`config.mk`:
```
export PLATFORM = sky130hd
export DESIGN_NAME = operand_fetch_seq_flat
export DESIGN_NICKNAME = d
export VERILOG_FILES = /design/src/rtl/operand_fetch_seq_pkg.sv /design/src/rtl/operand_fetch_seq_if.sv /design/src/rtl/operand_fetch_seq_ctrl.sv /design/src/rtl/operand_fetch_seq.sv /design/src/flat_wrapper.sv
export SDC_FILE = /design/constraint.sdc
export NUM_CORES = 1
export LEC_CHECK = 0
export ABC_AREA = 1
export ABC_CLOCK_PERIOD_IN_PS = 2800
export CAP_MARGIN = 40
export CORE_ASPECT_RATIO = 1.2
export CORE_MARGIN = 10
export CORE_UTILIZATION = 38
export DETAILED_ROUTE_END_ITERATION = 8
export PLACE_DENSITY = 0.77
export SLEW_MARGIN = 25
export SYNTH_ARGS = -nofsm -noshare
export SYNTH_HDL_FRONTEND = slang
export SYNTH_HIERARCHICAL = 1
export SYNTH_SLANG_ARGS = --single-unit
export TNS_END_PERCENT = 100
```
`constraint.sdc`:
```
create_clock -name clk -period 2.8 [get_ports clk]
set_input_delay 0.56 -clock clk [delete_from_list [all_inputs] [get_ports clk]]
set_output_delay 0.56 -clock clk [all_outputs]
set_load 0.1 [all_outputs]
```
`src/rtl/operand_fetch_seq_pkg.sv`:
```
// Shared types and constants for the operand fetch sequencer (package opfetch_pkg).
// Optional immediate operand path is enabled with OPFETCH_IMM_EN.
package opfetch_pkg;

    localparam int REG_AW = 5;
    localparam logic [REG_AW-1:0] X0_ADDR = 5'd0;

    localparam logic RF_LOAD  = 1'b1;
    localparam logic RF_STORE = 1'b0;

    typedef enum logic [2:0] {
        IDLE,
        RS1,
        RS2,
        CAP,
        HOLD
    } state_t;

    // Which requester owns the shared register-file port this cycle.
    typedef enum logic [1:0] {
        SEL_NONE,
        SEL_RS1,
        SEL_RS2,
        SEL_WB
    } port_sel_t;

    function automatic logic is_x0(input logic [REG_AW-1:0] addr);
        return addr == X0_ADDR;
    endfunction

endpackage

```
`src/rtl/operand_fetch_seq_if.sv`:
```
// Bus bundle of the operand fetch sequencer: decode, writeback, register-file port, execute.
// master = the sequencer, slave = its surroundings; OPFETCH_IMM_EN adds the immediate inputs.
interface operand_fetch_seq_if #(
    parameter int XLEN   = 32,
    parameter int CTRL_W = 8
) ();
    import opfetch_pkg::*;

    logic              dec_valid;
    logic              dec_ready;
    logic [REG_AW-1:0] dec_rs1;
    logic [REG_AW-1:0] dec_rs2;
    logic [REG_AW-1:0] dec_rd;
    logic [CTRL_W-1:0] dec_ctrl;
`ifdef OPFETCH_IMM_EN
    logic              dec_use_imm;
    logic [XLEN-1:0]   dec_imm;
`endif

    logic              wb_valid;
    logic              wb_ready;
    logic [REG_AW-1:0] wb_addr;
    logic [XLEN-1:0]   wb_data;

    logic              rf_ld_str;
    logic [REG_AW-1:0] rf_addr;
    logic [XLEN-1:0]   rf_wdata;
    logic [XLEN-1:0]   rf_rdata;

    logic              out_valid;
    logic              out_ready;
    logic [XLEN-1:0]   out_op_a;
    logic [XLEN-1:0]   out_op_b;
    logic [REG_AW-1:0] out_rd;
    logic [CTRL_W-1:0] out_ctrl;

    modport master (
        input  dec_valid, dec_rs1, dec_rs2, dec_rd, dec_ctrl,
`ifdef OPFETCH_IMM_EN
        input  dec_use_imm, dec_imm,
`endif
        output dec_ready,
        input  wb_valid, wb_addr, wb_data,
        output wb_ready,
        output rf_ld_str, rf_addr, rf_wdata,
        input  rf_rdata,
        output out_valid, out_op_a, out_op_b, out_rd, out_ctrl,
        input  out_ready
    );

    modport slave (
        output dec_valid, dec_rs1, dec_rs2, dec_rd, dec_ctrl,
`ifdef OPFETCH_IMM_EN
        output dec_use_imm, dec_imm,
`endif
        input  dec_ready,
        output wb_valid, wb_addr, wb_data,
        input  wb_ready,
        input  rf_ld_str, rf_addr, rf_wdata,
        output rf_rdata,
        input  out_valid, out_op_a, out_op_b, out_rd, out_ctrl,
        output out_ready
    );

endinterface

```
`src/rtl/operand_fetch_seq_ctrl.sv`:
```
// Control FSM of the operand fetch sequencer (module opfetch_ctrl): state, handshake
// readies, capture strobes and the shared register-file port select.
module opfetch_ctrl
    import opfetch_pkg::*;
(
    input  logic      clk,
    input  logic      reset,
    input  logic      dec_valid,
    input  logic      wb_valid,
    input  logic      wb_is_x0,
    input  logic      use_imm,
    input  logic      out_ready,
    output logic      dec_ready,
    output logic      wb_ready,
    output logic      dec_fire,
    output logic      wb_fire,
    output logic      out_valid,
    output logic      capture_a,
    output logic      capture_b,
    output port_sel_t sel
);

    state_t state;

    // NOTE: every always_comb output gets a default first so no path can infer a latch.
    always_comb begin
        dec_ready = (state == IDLE) && !wb_valid && !reset;
        wb_ready  = ((state == IDLE) || (state == HOLD)) && !reset;
        dec_fire  = dec_valid && dec_ready;
        wb_fire   = wb_valid && wb_ready;
        capture_a = (state == RS2) || ((state == CAP) && use_imm);
        capture_b = (state == CAP);
        sel       = SEL_NONE;
        unique case (state)
            RS1:        sel = SEL_RS1;
            RS2:        sel = SEL_RS2;
            IDLE, HOLD: if (wb_fire && !wb_is_x0) sel = SEL_WB;
            default:    sel = SEL_NONE;
        endcase
    end

    // NOTE: sequential state uses non-blocking assignments so all flops update together.
    always_ff @(posedge clk or posedge reset) begin
        if (reset) begin
            state     <= IDLE;
            out_valid <= 1'b0;
        end else begin
            unique case (state)
                IDLE: if (dec_fire) state <= RS1;
                RS1:  state <= use_imm ? CAP : RS2;
                RS2:  state <= CAP;
                CAP: begin
                    state     <= HOLD;
                    out_valid <= 1'b1;
                end
                HOLD: if (out_ready) begin
                    state     <= IDLE;
                    out_valid <= 1'b0;
                end
                default: begin
                    state     <= IDLE;
                    out_valid <= 1'b0;
                end
            endcase
        end
    end

endmodule

```
`src/rtl/operand_fetch_seq.sv`:
```
// Operand fetch sequencer: reads rs1/rs2 through one shared register-file port and
// arbitrates writeback into it. Define OPFETCH_IMM_EN to allow an immediate op_b.
module operand_fetch_seq
    import opfetch_pkg::*;
#(
    parameter int XLEN   = 32,
    parameter int CTRL_W = 8
) (
    input logic                 clk,
    input logic                 reset,
    operand_fetch_seq_if.master bus
);

    logic              dec_fire;
    logic              wb_fire;
    logic              out_valid;
    logic              capture_a;
    logic              capture_b;
    port_sel_t         sel;
    logic              use_imm_q;

    logic [REG_AW-1:0] rs1_q;
    logic [REG_AW-1:0] rs2_q;
    logic [XLEN-1:0]   op_a_q;
    logic [XLEN-1:0]   op_b_q;
    logic [REG_AW-1:0] rd_q;
    logic [CTRL_W-1:0] ctrl_q;
    logic [XLEN-1:0]   b_src;

    opfetch_ctrl u_ctrl (
        .clk       (clk),
        .reset     (reset),
        .dec_valid (bus.dec_valid),
        .wb_valid  (bus.wb_valid),
        .wb_is_x0  (is_x0(bus.wb_addr)),
        .use_imm   (use_imm_q),
        .out_ready (bus.out_ready),
        .dec_ready (bus.dec_ready),
        .wb_ready  (bus.wb_ready),
        .dec_fire  (dec_fire),
        .wb_fire   (wb_fire),
        .out_valid (out_valid),
        .capture_a (capture_a),
        .capture_b (capture_b),
        .sel       (sel)
    );

`ifdef OPFETCH_IMM_EN
    logic [XLEN-1:0] imm_q;

    always_ff @(posedge clk or posedge reset) begin
        if (reset) begin
            use_imm_q <= 1'b0;
            imm_q     <= '0;
        end else if (dec_fire) begin
            use_imm_q <= bus.dec_use_imm;
            imm_q     <= bus.dec_imm;
        end
    end

    assign b_src = use_imm_q ? imm_q : (is_x0(rs2_q) ? '0 : bus.rf_rdata);
`else
    assign use_imm_q = 1'b0;
    assign b_src     = is_x0(rs2_q) ? '0 : bus.rf_rdata;
`endif

    // Captures read the port one cycle after the address was driven (registered file).
    always_ff @(posedge clk or posedge reset) begin
        if (reset) begin
            rs1_q  <= X0_ADDR;
            rs2_q  <= X0_ADDR;
            rd_q   <= X0_ADDR;
            ctrl_q <= '0;
            op_a_q <= '0;
            op_b_q <= '0;
        end else begin
            if (dec_fire) begin
                rs1_q  <= bus.dec_rs1;
                rs2_q  <= bus.dec_rs2;
                rd_q   <= bus.dec_rd;
                ctrl_q <= bus.dec_ctrl;
            end
            if (capture_a) op_a_q <= is_x0(rs1_q) ? '0 : bus.rf_rdata;
            if (capture_b) op_b_q <= b_src;
        end
    end

    // A write only reaches the port when it was handshaken and targets a real register.
    always_comb begin
        bus.rf_ld_str = RF_LOAD;
        bus.rf_addr   = X0_ADDR;
        bus.rf_wdata  = '0;
        unique case (sel)
            SEL_RS1: bus.rf_addr = rs1_q;
            SEL_RS2: bus.rf_addr = rs2_q;
            SEL_WB: begin
                bus.rf_ld_str = RF_STORE;
                bus.rf_addr   = bus.wb_addr;
                bus.rf_wdata  = bus.wb_data;
            end
            default: bus.rf_addr = X0_ADDR;
        endcase
    end

    assign bus.out_valid = out_valid;
    assign bus.out_op_a  = op_a_q;
    assign bus.out_op_b  = op_b_q;
    assign bus.out_rd    = rd_q;
    assign bus.out_ctrl  = ctrl_q;

    logic unused_wb_fire;
    assign unused_wb_fire = wb_fire;

endmodule

```
`src/flat_wrapper.sv`:
```
// flat-port wrapper written by rule: the top's interface ports become plain ports
module operand_fetch_seq_flat import opfetch_pkg::*;
#(
    parameter int XLEN   = 32,
    parameter int CTRL_W = 8
)
  (clk, reset, bus_dec_valid, bus_dec_rs1, bus_dec_rs2, bus_dec_rd, bus_dec_ctrl, bus_dec_ready, bus_wb_valid, bus_wb_addr, bus_wb_data, bus_wb_ready, bus_rf_ld_str, bus_rf_addr, bus_rf_wdata, bus_rf_rdata, bus_out_valid, bus_out_op_a, bus_out_op_b, bus_out_rd, bus_out_ctrl, bus_out_ready);
  operand_fetch_seq_if #(.XLEN(XLEN), .CTRL_W(CTRL_W)) bus_i ();
  input logic clk;
  input logic reset;
  input wire logic [$bits(bus_i.dec_valid)-1:0] bus_dec_valid;
  input wire logic [$bits(bus_i.dec_rs1)-1:0] bus_dec_rs1;
  input wire logic [$bits(bus_i.dec_rs2)-1:0] bus_dec_rs2;
  input wire logic [$bits(bus_i.dec_rd)-1:0] bus_dec_rd;
  input wire logic [$bits(bus_i.dec_ctrl)-1:0] bus_dec_ctrl;
  output wire logic [$bits(bus_i.dec_ready)-1:0] bus_dec_ready;
  input wire logic [$bits(bus_i.wb_valid)-1:0] bus_wb_valid;
  input wire logic [$bits(bus_i.wb_addr)-1:0] bus_wb_addr;
  input wire logic [$bits(bus_i.wb_data)-1:0] bus_wb_data;
  output wire logic [$bits(bus_i.wb_ready)-1:0] bus_wb_ready;
  output wire logic [$bits(bus_i.rf_ld_str)-1:0] bus_rf_ld_str;
  output wire logic [$bits(bus_i.rf_addr)-1:0] bus_rf_addr;
  output wire logic [$bits(bus_i.rf_wdata)-1:0] bus_rf_wdata;
  input wire logic [$bits(bus_i.rf_rdata)-1:0] bus_rf_rdata;
  output wire logic [$bits(bus_i.out_valid)-1:0] bus_out_valid;
  output wire logic [$bits(bus_i.out_op_a)-1:0] bus_out_op_a;
  output wire logic [$bits(bus_i.out_op_b)-1:0] bus_out_op_b;
  output wire logic [$bits(bus_i.out_rd)-1:0] bus_out_rd;
  output wire logic [$bits(bus_i.out_ctrl)-1:0] bus_out_ctrl;
  input wire logic [$bits(bus_i.out_ready)-1:0] bus_out_ready;
  assign bus_i.dec_valid = bus_dec_valid;
  assign bus_i.dec_rs1 = bus_dec_rs1;
  assign bus_i.dec_rs2 = bus_dec_rs2;
  assign bus_i.dec_rd = bus_dec_rd;
  assign bus_i.dec_ctrl = bus_dec_ctrl;
  assign bus_dec_ready = bus_i.dec_ready;
  assign bus_i.wb_valid = bus_wb_valid;
  assign bus_i.wb_addr = bus_wb_addr;
  assign bus_i.wb_data = bus_wb_data;
  assign bus_wb_ready = bus_i.wb_ready;
  assign bus_rf_ld_str = bus_i.rf_ld_str;
  assign bus_rf_addr = bus_i.rf_addr;
  assign bus_rf_wdata = bus_i.rf_wdata;
  assign bus_i.rf_rdata = bus_rf_rdata;
  assign bus_out_valid = bus_i.out_valid;
  assign bus_out_op_a = bus_i.out_op_a;
  assign bus_out_op_b = bus_i.out_op_b;
  assign bus_out_rd = bus_i.out_rd;
  assign bus_out_ctrl = bus_i.out_ctrl;
  assign bus_i.out_ready = bus_out_ready;
  operand_fetch_seq #(.XLEN(XLEN), .CTRL_W(CTRL_W)) u_core (.clk(clk), .reset(reset), .bus(bus_i));
endmodule
```
==> flow_summary.yaml, run 1 <==
clock_network:
  root_buffer: "clkbuf_16"
  htree_num_levels: 3
  clkLatencyLatePin_ps: 340
  numClockSinks: 91
  numCtsBuffers: 9
  clk_pin_slew_ps: 70
  cts_buffer_depth: 2
  cts_tree: "built"
finish:
  n_antenna_cell: 0
  synthToLayoutAreaGrowth_pct: 66.0
  postLayoutCoreUtil: 0.639
  final_cell_mix: "nand2_1, inv_1, clkdlybuf4s50_1, dfrtp_1, buf_4"
  final_common_cell: "nand2_1"
  nets: 957
  drive_above_1_share: 0.243
timing:
  clock_skew_ps: 3.50
  hold_violations: 0
  fmax_mhz: 362
  finalSetupViolations: 0
  slew_violations: 0
  setup_tns_ps: 0
  maxSlewHeadroom: 0.619
  finalCriticalPeriod_ps: 2760
  worstMarginPinSlew_ps: 570
  min_period_over_period: 0.985
route:
  wl_met3_mm: 1.06
  wl_mm: 14.8
  maxUsedRoutingLayer: "met4"
  viasPerCell: 4.29
  wl_met1_mm: 5.89
  via_count: 4398
  drcViolationCount: 0
  wl_met2_mm: 7.65
  drt_iter0_markers: 301
  dr.pass1.iters: 4
  wl_per_cell_um: 14.4
  ant_nets: 0
global_routing:
  grt-ovfl-total: 0
  grt_start_max_net_pins: 48
  grt_pass1_wl_mm: 23.0
  grt_usage: 0.169
  grt_antenna_before_repair: 0
  grt_pass1_vias: 4250
worst_setup_path:
  critical_path_class: "input port to output pin"
  path_buf_inv: 5
  critPathCaptureType: "output pin"
  r2r_start: "u_core/u_ctrl/state[2]$_DFFE_PP0P_"
  path_delay_family: "buffers and inverters"
  cp_slowest_cell: "clkdlybuf4s50_1"
  crit_start: "bus_wb_valid"
  worst-endpoint-arrival_ps: 2200
  critical_path_depth: 10
  required_ps: 2240
  crit_fanout: 8
  r2r_cells: 6
  cpPeakStageDelay_ps: 460
  rrSetupSlack_ps: 930
  worstPathCellList: "clkdlybuf4s50_1, inv_1, nor3_4, nand2_2, nand2_4, nand2_4, buf_12, buf_16, nor2_2, buf_12"
  startpoint_type: "input port"
synthesis:
  synthXorXnorAreaFrac: 0
  synth_area_leader_cell: "dfrtp_1"
  synth_seq_area_share: 0.493
  synth_top_area_share: 0.493
  syn_area_per_cell_um2: 7.13
  syn-cell-area_um2: 4620
  synth_top_family_by_area: "simple AND/OR/NAND/NOR gates"
  yosys_warnings: 6
  synthFlopType: "dfrtp_1"
  synth_area_leaders: "dfrtp_1, nand2_1, inv_1, nor2_1, o21ai_0"
  ys_async_sr_fraction: 1.00
  synthMuxAreaShare: 0
  synth_edf_count: 0
  synth_compound_area_frac: 0.0311
  synth_fa_ha_area_frac: 0
  synth.distinct_cells: 24
  synthCells: 648
  synthSimpleGateAreaFrac: 0.323
  ys_ff_latch: 91
floorplanning:
  core_area_um2: 12000
  die_area_um2: 17000
  die_width_um: 121
  floorplan.initialDensity: 0.385
  die_y_um: 141
  io_pins: 215
  core.rowCount: 44
worst_hold_path:
  hp-class: "input port to asynchronous set/reset pin"
status:
  outcome: "finished clean"
place:
  port_buffers: 214
  routabilityCongestion: 0.826
  place_hpwl_mm: 11.3
run:
  drv_cap: 0
[worst register-to-register path, stage by stage, from the launching register on]
cell	delay, ps
dfrtp_1	500
inv_2	80
nand3_1	200
nand2_1	300
inv_2	510
nand2_1	130
nand2_1	90
[layout make-up]
| cell class | instances | area (µm²) |
|---|---|---|
| Tap cell | 161 | 201 |
| Clock inverter | 7 | 82.6 |
| Inverter | 136 | 514 |
| Fill cell | 1035 | 4330 |
| Multi-Input combinational cell | 394 | 1790 |
| Clock buffer | 9 | 225 |
| Sequential cell | 91 | 2280 |
| Timing Repair Buffer | 228 | 2570 |
[per-layer routing]
metal | up-vias | GRT usage
met5 | - | 0
li1 | 2272 | -
met4 | 0 | 0.0541
met2 | 131 | 0.292
met1 | 1986 | 0.200
met3 | 9 | 0.0423
[through the flow]
stage	std cells	cell area [µm²]	hold slack (ps)	worst slack [ps]
2_1_floorplan	649	4690	334	-233
3_3_place_gp	1006	7180	462	-45.8
3_5_place_dp	1006	7180	466	-113
4_1_cts	1023	7530	485	-51.6
5_1_grt	1026	7670	442	-6.35
6_report	1026	7670	406	41.1
[registers in the layout, summed over array words and instances (netlist names)]
signal                   count
u_core/bus.out_ctrl          8
u_core/bus.out_op_a         32
u_core/bus.out_op_b         32
u_core/bus.out_rd            5
u_core/rs1_q                 5
u_core/rs2_q                 5
u_core/u_ctrl/out_valid      1
u_core/u_ctrl/state          3
[logic make-up (layout without fill, tap and decap cells)]
kind of cell	count (synthesis)	after routing
compound gates	28	28
buf+inv	164	380
flops	91	91
other cells	1	2
simple gates	364	364
[what timing repair did]
| item | CTS | global route |
|---|---|---|
| buffers inserted | 0 | 1 |
| gates cloned | 1 | 1 |
| setup endpoints to repair | 24 | 30 |
| resized for setup | 4 | 26 |
| hold buffers | 0 | 0 |
| pin swaps | 0 | 5 |
[cell usage after synthesis, types with 2 or more instances]
| cell type | instances |
|---|---|
| buf_2 | 15 |
| buf_6 | 6 |
| nand2_1 | 289 |
| buf_4 | 6 |
| nor2_1 | 38 |
| o21ai_0 | 24 |
| inv_1 | 130 |
| nor3_4 | 2 |
| inv_2 | 6 |
| nor2_2 | 7 |
| dfrtp_1 | 91 |
| nand2_2 | 15 |
| nand3_1 | 8 |
[path summary, 6_finish.rpt]
check	endpoint
worst max register to register	u_core/bus.out_op_a[12]$_DFFE_PP0P_
worst min-delay path	u_core/u_ctrl/state[1]$_DFFE_PP0P_
min in group clk	u_core/bus.out_op_b[16]$_DFFE_PP0P_
worst min register to register	u_core/bus.out_op_b[16]$_DFFE_PP0P_
max in group asynchronous	u_core/bus.out_ctrl[1]$_DFFE_PP0P_
worst max-delay path	bus_rf_wdata[21]
Power of run 1 is left out: the tool's default activity adds up to more than one toggle a clock period on the data nets, which glitch-free logic cannot reach.
==> run 2, diff against run 1 <==
- ABC_AREA: 1 -> 0
- CORE_UTILIZATION: 38 -> 37
- PLACE_DENSITY: 0.77 -> 0.76
==> run 2 against run 1 <==
Effect of this change: the run now ends with setup timing left; synthesized cell count decreased by 46%; worst hold slack improved by 4.2 ps; critical endpoint is now bus_rf_addr[1]; design area decreased by 0.86%; register-to-register slack got worse by 250 ps.
==> flow_summary.yaml, run 2 <==
synthesis:
  syn_area_per_cell_um2: 12.8
  synthCells: 349
  yosys_warnings: 6
  syn-cell-area_um2: 4470
clock_network:
  ctsHoldBuffers: 0
  numCtsBuffers: 9
  root_buffer: "clkbuf_16"
  numClockSinks: 91
  clkLatencyLatePin_ps: 330
  cts_buffer_depth: 2
  htree_num_levels: 3
  cts_tree: "built"
  clk_pin_slew_ps: 60
global_routing:
  grt-ovfl-total: 0
  grt_antenna_before_repair: 0
  grt_pass1_wl_mm: 24.5
  grt_usage: 0.183
  grt_pass1_vias: 4198
  grt_start_max_net_pins: 34
finish:
  multi_input_area_um2: 2200
  drive_above_1_share: 0.495
  ff_latch_area_um2: 2280
  final_cell_mix: "buf_4, dfrtp_1, clkdlybuf4s50_1, mux2i_1, a21oi_2"
  nets: 666
  num-fill-cells: 869
  postLayoutCoreUtil: 0.651
  final_cells: 731
  synthToLayoutAreaGrowth_pct: 70.2
  n_antenna_cell: 0
  final_common_cell: "buf_4"
timing:
  fmax_mhz: 345
  slew_violations: 0
  worstMarginPinSlew_ps: 595
  finalSetupViolations: 21
  finalCriticalPeriod_ps: 2900
  min_period_over_period: 1.04
  rsz0062_at_grt: "true"
  maxSlewHeadroom: 0.603
  hold-worst-slack_ps: 410
  fin_ws_ps: -99.1
  hold_violations: 0
  clock_skew_ps: 4.11
route:
  ant_nets: 0
  wl_per_cell_um: 21.2
  wl_mm: 15.5
  via_count: 3675
  dr.pass1.iters: 4
  drcViolationCount: 0
  viasPerCell: 5.03
  drt_iter0_markers: 136
worst_setup_path:
  required_ps: 2240
  crit_end: "bus_rf_addr[1]"
  critPathCaptureType: "output pin"
  worst-endpoint-arrival_ps: 2340
  rrSetupSlack_ps: 680
  r2r_start: "u_core/u_ctrl/state[0]$_DFFE_PP0P_"
  crit_fanout: 8
  startpoint_type: "input port"
  r2r_end: "u_core/rs1_q[3]$_DFFE_PP0P_"
  critical_path_class: "input port to output pin"
  crit_start: "bus_wb_addr[2]"
  r2r_cells: 5
floorplanning:
  core_area_um2: 11700
  io_pins: 215
  floorplan.initialDensity: 0.383
  die_y_um: 140
  core.rowCount: 43
  die_width_um: 120
  die_area_um2: 16900
place:
  place_hpwl_mm: 11.6
  port_buffers: 214
  place_inst: 710
  routabilityCongestion: 0.764
status:
  violations: "setup timing"
  outcome: "finished with violations"
worst_hold_path:
  hp-class: "input port to asynchronous set/reset pin"
run:
  drv_cap: 0
[run 2: area by class of cell]
cell class	count	share of cell area
clock buffers	12	0.0337
clock inverters	4	0.00642
inverters	4	0.00247
multi-input cells	223	0.290
flip-flops and latches	91	0.299
well taps	157	0.0258
repair buffers	240	0.342
[run 2: routing by layer]
layer | share of wire | GRT usage | up-vias
li1 | - | - | 1700
met1 | 0.39 | 0.203 | 1785
met2 | 0.48 | 0.304 | 176
met3 | 0.11 | 0.0949 | 14
met4 | 0.011 | 0.0433 | 0
met5 | 0 | 0 | -
[run 2: critical path, cell delays in order]
cell     delay (ps)
buf_6            90
or4_1           510
nor2_1          120
or3b_4          170
o22ai_4         130
mux2_4          340
a22o_4          250
buf_12          160
[run 2: worst min path at each step]
stage,start,slack (ps),to
detailed placement,u_core/bus.out_ctrl[5]$_DFFE_PP0P_,480,u_core/bus.out_ctrl[5]$_DFFE_PP0P_
global route,reset,420,u_core/u_ctrl/state[2]$_DFFE_PP0P_
CTS,reset,400,u_core/u_ctrl/state[2]$_DFFE_PP0P_
global placement,u_core/bus.out_rd[4]$_DFFE_PP0P_,470,u_core/bus.out_rd[4]$_DFFE_PP0P_
finish,reset,410,u_core/u_ctrl/state[2]$_DFFE_PP0P_
floorplan,reset,330,u_core/u_ctrl/out_valid$_DFFE_PP0P_
[run 2: through the flow]
step	worst slack (ps)	area, µm²	setup TNS, ps
6_report	-99.1	7600	-1320
5_1_grt	-140	7600	-2510
4_1_cts	-79.0	7620	-723
3_5_place_dp	-589	7070	-17610
3_3_place_gp	-513	7070	-16530
2_1_floorplan	-83.4	4540	-2010
[run 2: what timing repair did]
action                                  CTS  global route
pin swaps                                 5             1
gates cloned                              3             0
buffers inserted                          4             0
endpoints found under the setup margin   38            38
resized for setup                        62             1
Power of run 2 is left out for the same reason.
==> run 3, diff against run 2 <==
- CORE_MARGIN: 10 -> 2
==> run 3 against run 2 <==
Effect of this change: the flow still finishes with violations (setup timing); die area shrank 23%; final cell count down 1.4%; first-iteration DRC count fell by 19%; critical path depth stayed put; clock skew rose by 1.8 ps; via count fell by 2.1%; register-to-register slack improved by 30 ps; maximum frequency is 1.9% higher; largest cell class unchanged.
==> flow_summary.yaml, run 3 (same netlist as run 2, synthesis figures left out) <==
status:
  outcome: "finished with violations"
  violations: "setup timing"
timing:
  rsz0062_at_grt: "true"
  min_period_over_period: 1.02
  fmax_mhz: 351
  worstMarginPinSlew_ps: 624
  clock_skew_ps: 5.92
  fin_ws_ps: -46.1
  hold-worst-slack_ps: 384
  maxSlewHeadroom: 0.584
  finalSetupViolations: 5
  finalCriticalPeriod_ps: 2850
  slew_violations: 0
  hold_violations: 0
floorplanning:
  die_area_um2: 13000
  floorplan.initialDensity: 0.383
  die_y_um: 124
  core_area_um2: 11700
  io_pins: 215
  die_width_um: 104
  core.rowCount: 43
worst_setup_path:
  path_delay_family: "simple AND/OR/NAND/NOR gates"
  r2r_cells: 5
  cp_slowest_cell: "or4_4"
  r2r_start: "u_core/u_ctrl/state[0]$_DFFE_PP0P_"
  worstPathCellList: "buf_6, or4_4, nor2_2, or3b_4, o22ai_4, mux2_4, a22o_4, buf_12"
  rrSetupSlack_ps: 710
  crit_fanout: 8
  critPathCaptureType: "output pin"
  path_buf_inv: 2
  cpPeakStageDelay_ps: 520
  required_ps: 2240
  worst-endpoint-arrival_ps: 2290
  r2r_end: "u_core/bus.out_rd[4]$_DFFE_PP0P_"
  startpoint_type: "input port"
  critical_path_class: "input port to output pin"
clock_network:
  clkLatencyLatePin_ps: 330
  cts_buffer_depth: 2
  numCtsBuffers: 9
  clk_pin_slew_ps: 60
  cts_setup_buffers: 0
  numClockSinks: 91
  cts_tree: "built"
  htree_num_levels: 3
  root_buffer: "clkbuf_16"
finish:
  final_cell_mix: "buf_4, dfrtp_1, clkdlybuf4s50_1, mux2i_1, a21oi_2"
  final_common_cell: "buf_4"
  final_cells: 721
  synthToLayoutAreaGrowth_pct: 65.8
  nets: 656
  n_antenna_cell: 0
  drive_above_1_share: 0.488
place:
  routabilityCongestion: 0.767
  port_buffers: 214
  dpl_worst_slack_ps: -523
  place_hpwl_mm: 9.48
  place_inst: 705
global_routing:
  grt_usage: 0.201
  grt_pass1_wl_mm: 20.8
  grt-ovfl-total: 0
  grt_antenna_before_repair: 0
  grt_start_max_net_pins: 60
  grt_pass1_vias: 3988
route:
  wl_per_cell_um: 17.9
  ant_nets: 0
  drcViolationCount: 0
  dr.pass1.iters: 4
  via_count: 3599
  drt_iter0_markers: 110
  viasPerCell: 4.99
  wl_mm: 12.9
run:
  drv_cap: 0
worst_hold_path:
  hp-class: "input port to asynchronous set/reset pin"
-- run 3: changes by cell type in the layout (fill, tap and decap cells not counted), sizes merged --
cell / before / now
buf: 149 / 138
bufinv: 1 / 0
clkbuf: 12 / 13
clkdlybuf4s15: 1 / 2
clkinv: 3 / 2
clkinvlp: 1 / 2
-- run 3: through the flow --
step	setup TNS [ps]	instance area (µm²)	util
after floorplan	-2010	4540	-
after global placement	-14240	7050	0.604
after detailed placement	-15020	7050	0.604
after CTS	-306	7380	0.632
after global routing	-1110	7410	0.635
final	-178	7410	0.635
-- run 3: worst reg2reg max path: stages, from the launching register on --
cell     delay (ps)
dfrtp_1         420
buf_4           180
or3_1           410
nor4b_2         310
buf_4           290
mux2_1          360
-- run 3: what timing repair did --
action | CTS | global route
endpoints found under the setup margin | 38 | 37
resized for setup | 31 | 8
pin swaps | 6 | 6
hold buffers | 0 | 0
-- run 3: how the worst max path moves through the flow --
stage,slack [ps],endpoint,cells after the start,from
final,-50,bus_rf_addr[1],8,bus_wb_addr[3]
after floorplan,-80,bus_rf_wdata[21],7,bus_wb_addr[0]
after global placement,-510,bus_rf_addr[1],8,bus_wb_addr[4]
after global routing,-80,bus_rf_addr[1],8,bus_wb_addr[3]
after CTS,-70,bus_rf_addr[1],8,bus_wb_addr[3]
after detailed placement,-520,bus_rf_addr[1],8,bus_wb_addr[4]
-- run 3: layout make-up --
type	count	area, µm²
inverter	4	18.8
clock buffer	13	270
timing repair buffer	230	2470
clock inverter	3	21.3
tap	157	196
fill	923	4270
multi-input combinational	223	2150
sequential	91	2280
-- run 3: per-layer routing --
| metal | GRT usage | part of all wire | up-vias |
|---|---|---|---|
| met4 | 0.0533 | 0.0090 | 0 |
| met5 | 0 | 0 | - |
| met1 | 0.230 | 0.38 | 1750 |
| met2 | 0.354 | 0.52 | 158 |
| li1 | - | - | 1680 |
| met3 | 0.0722 | 0.087 | 11 |
Power of run 3 is left out for the same reason.
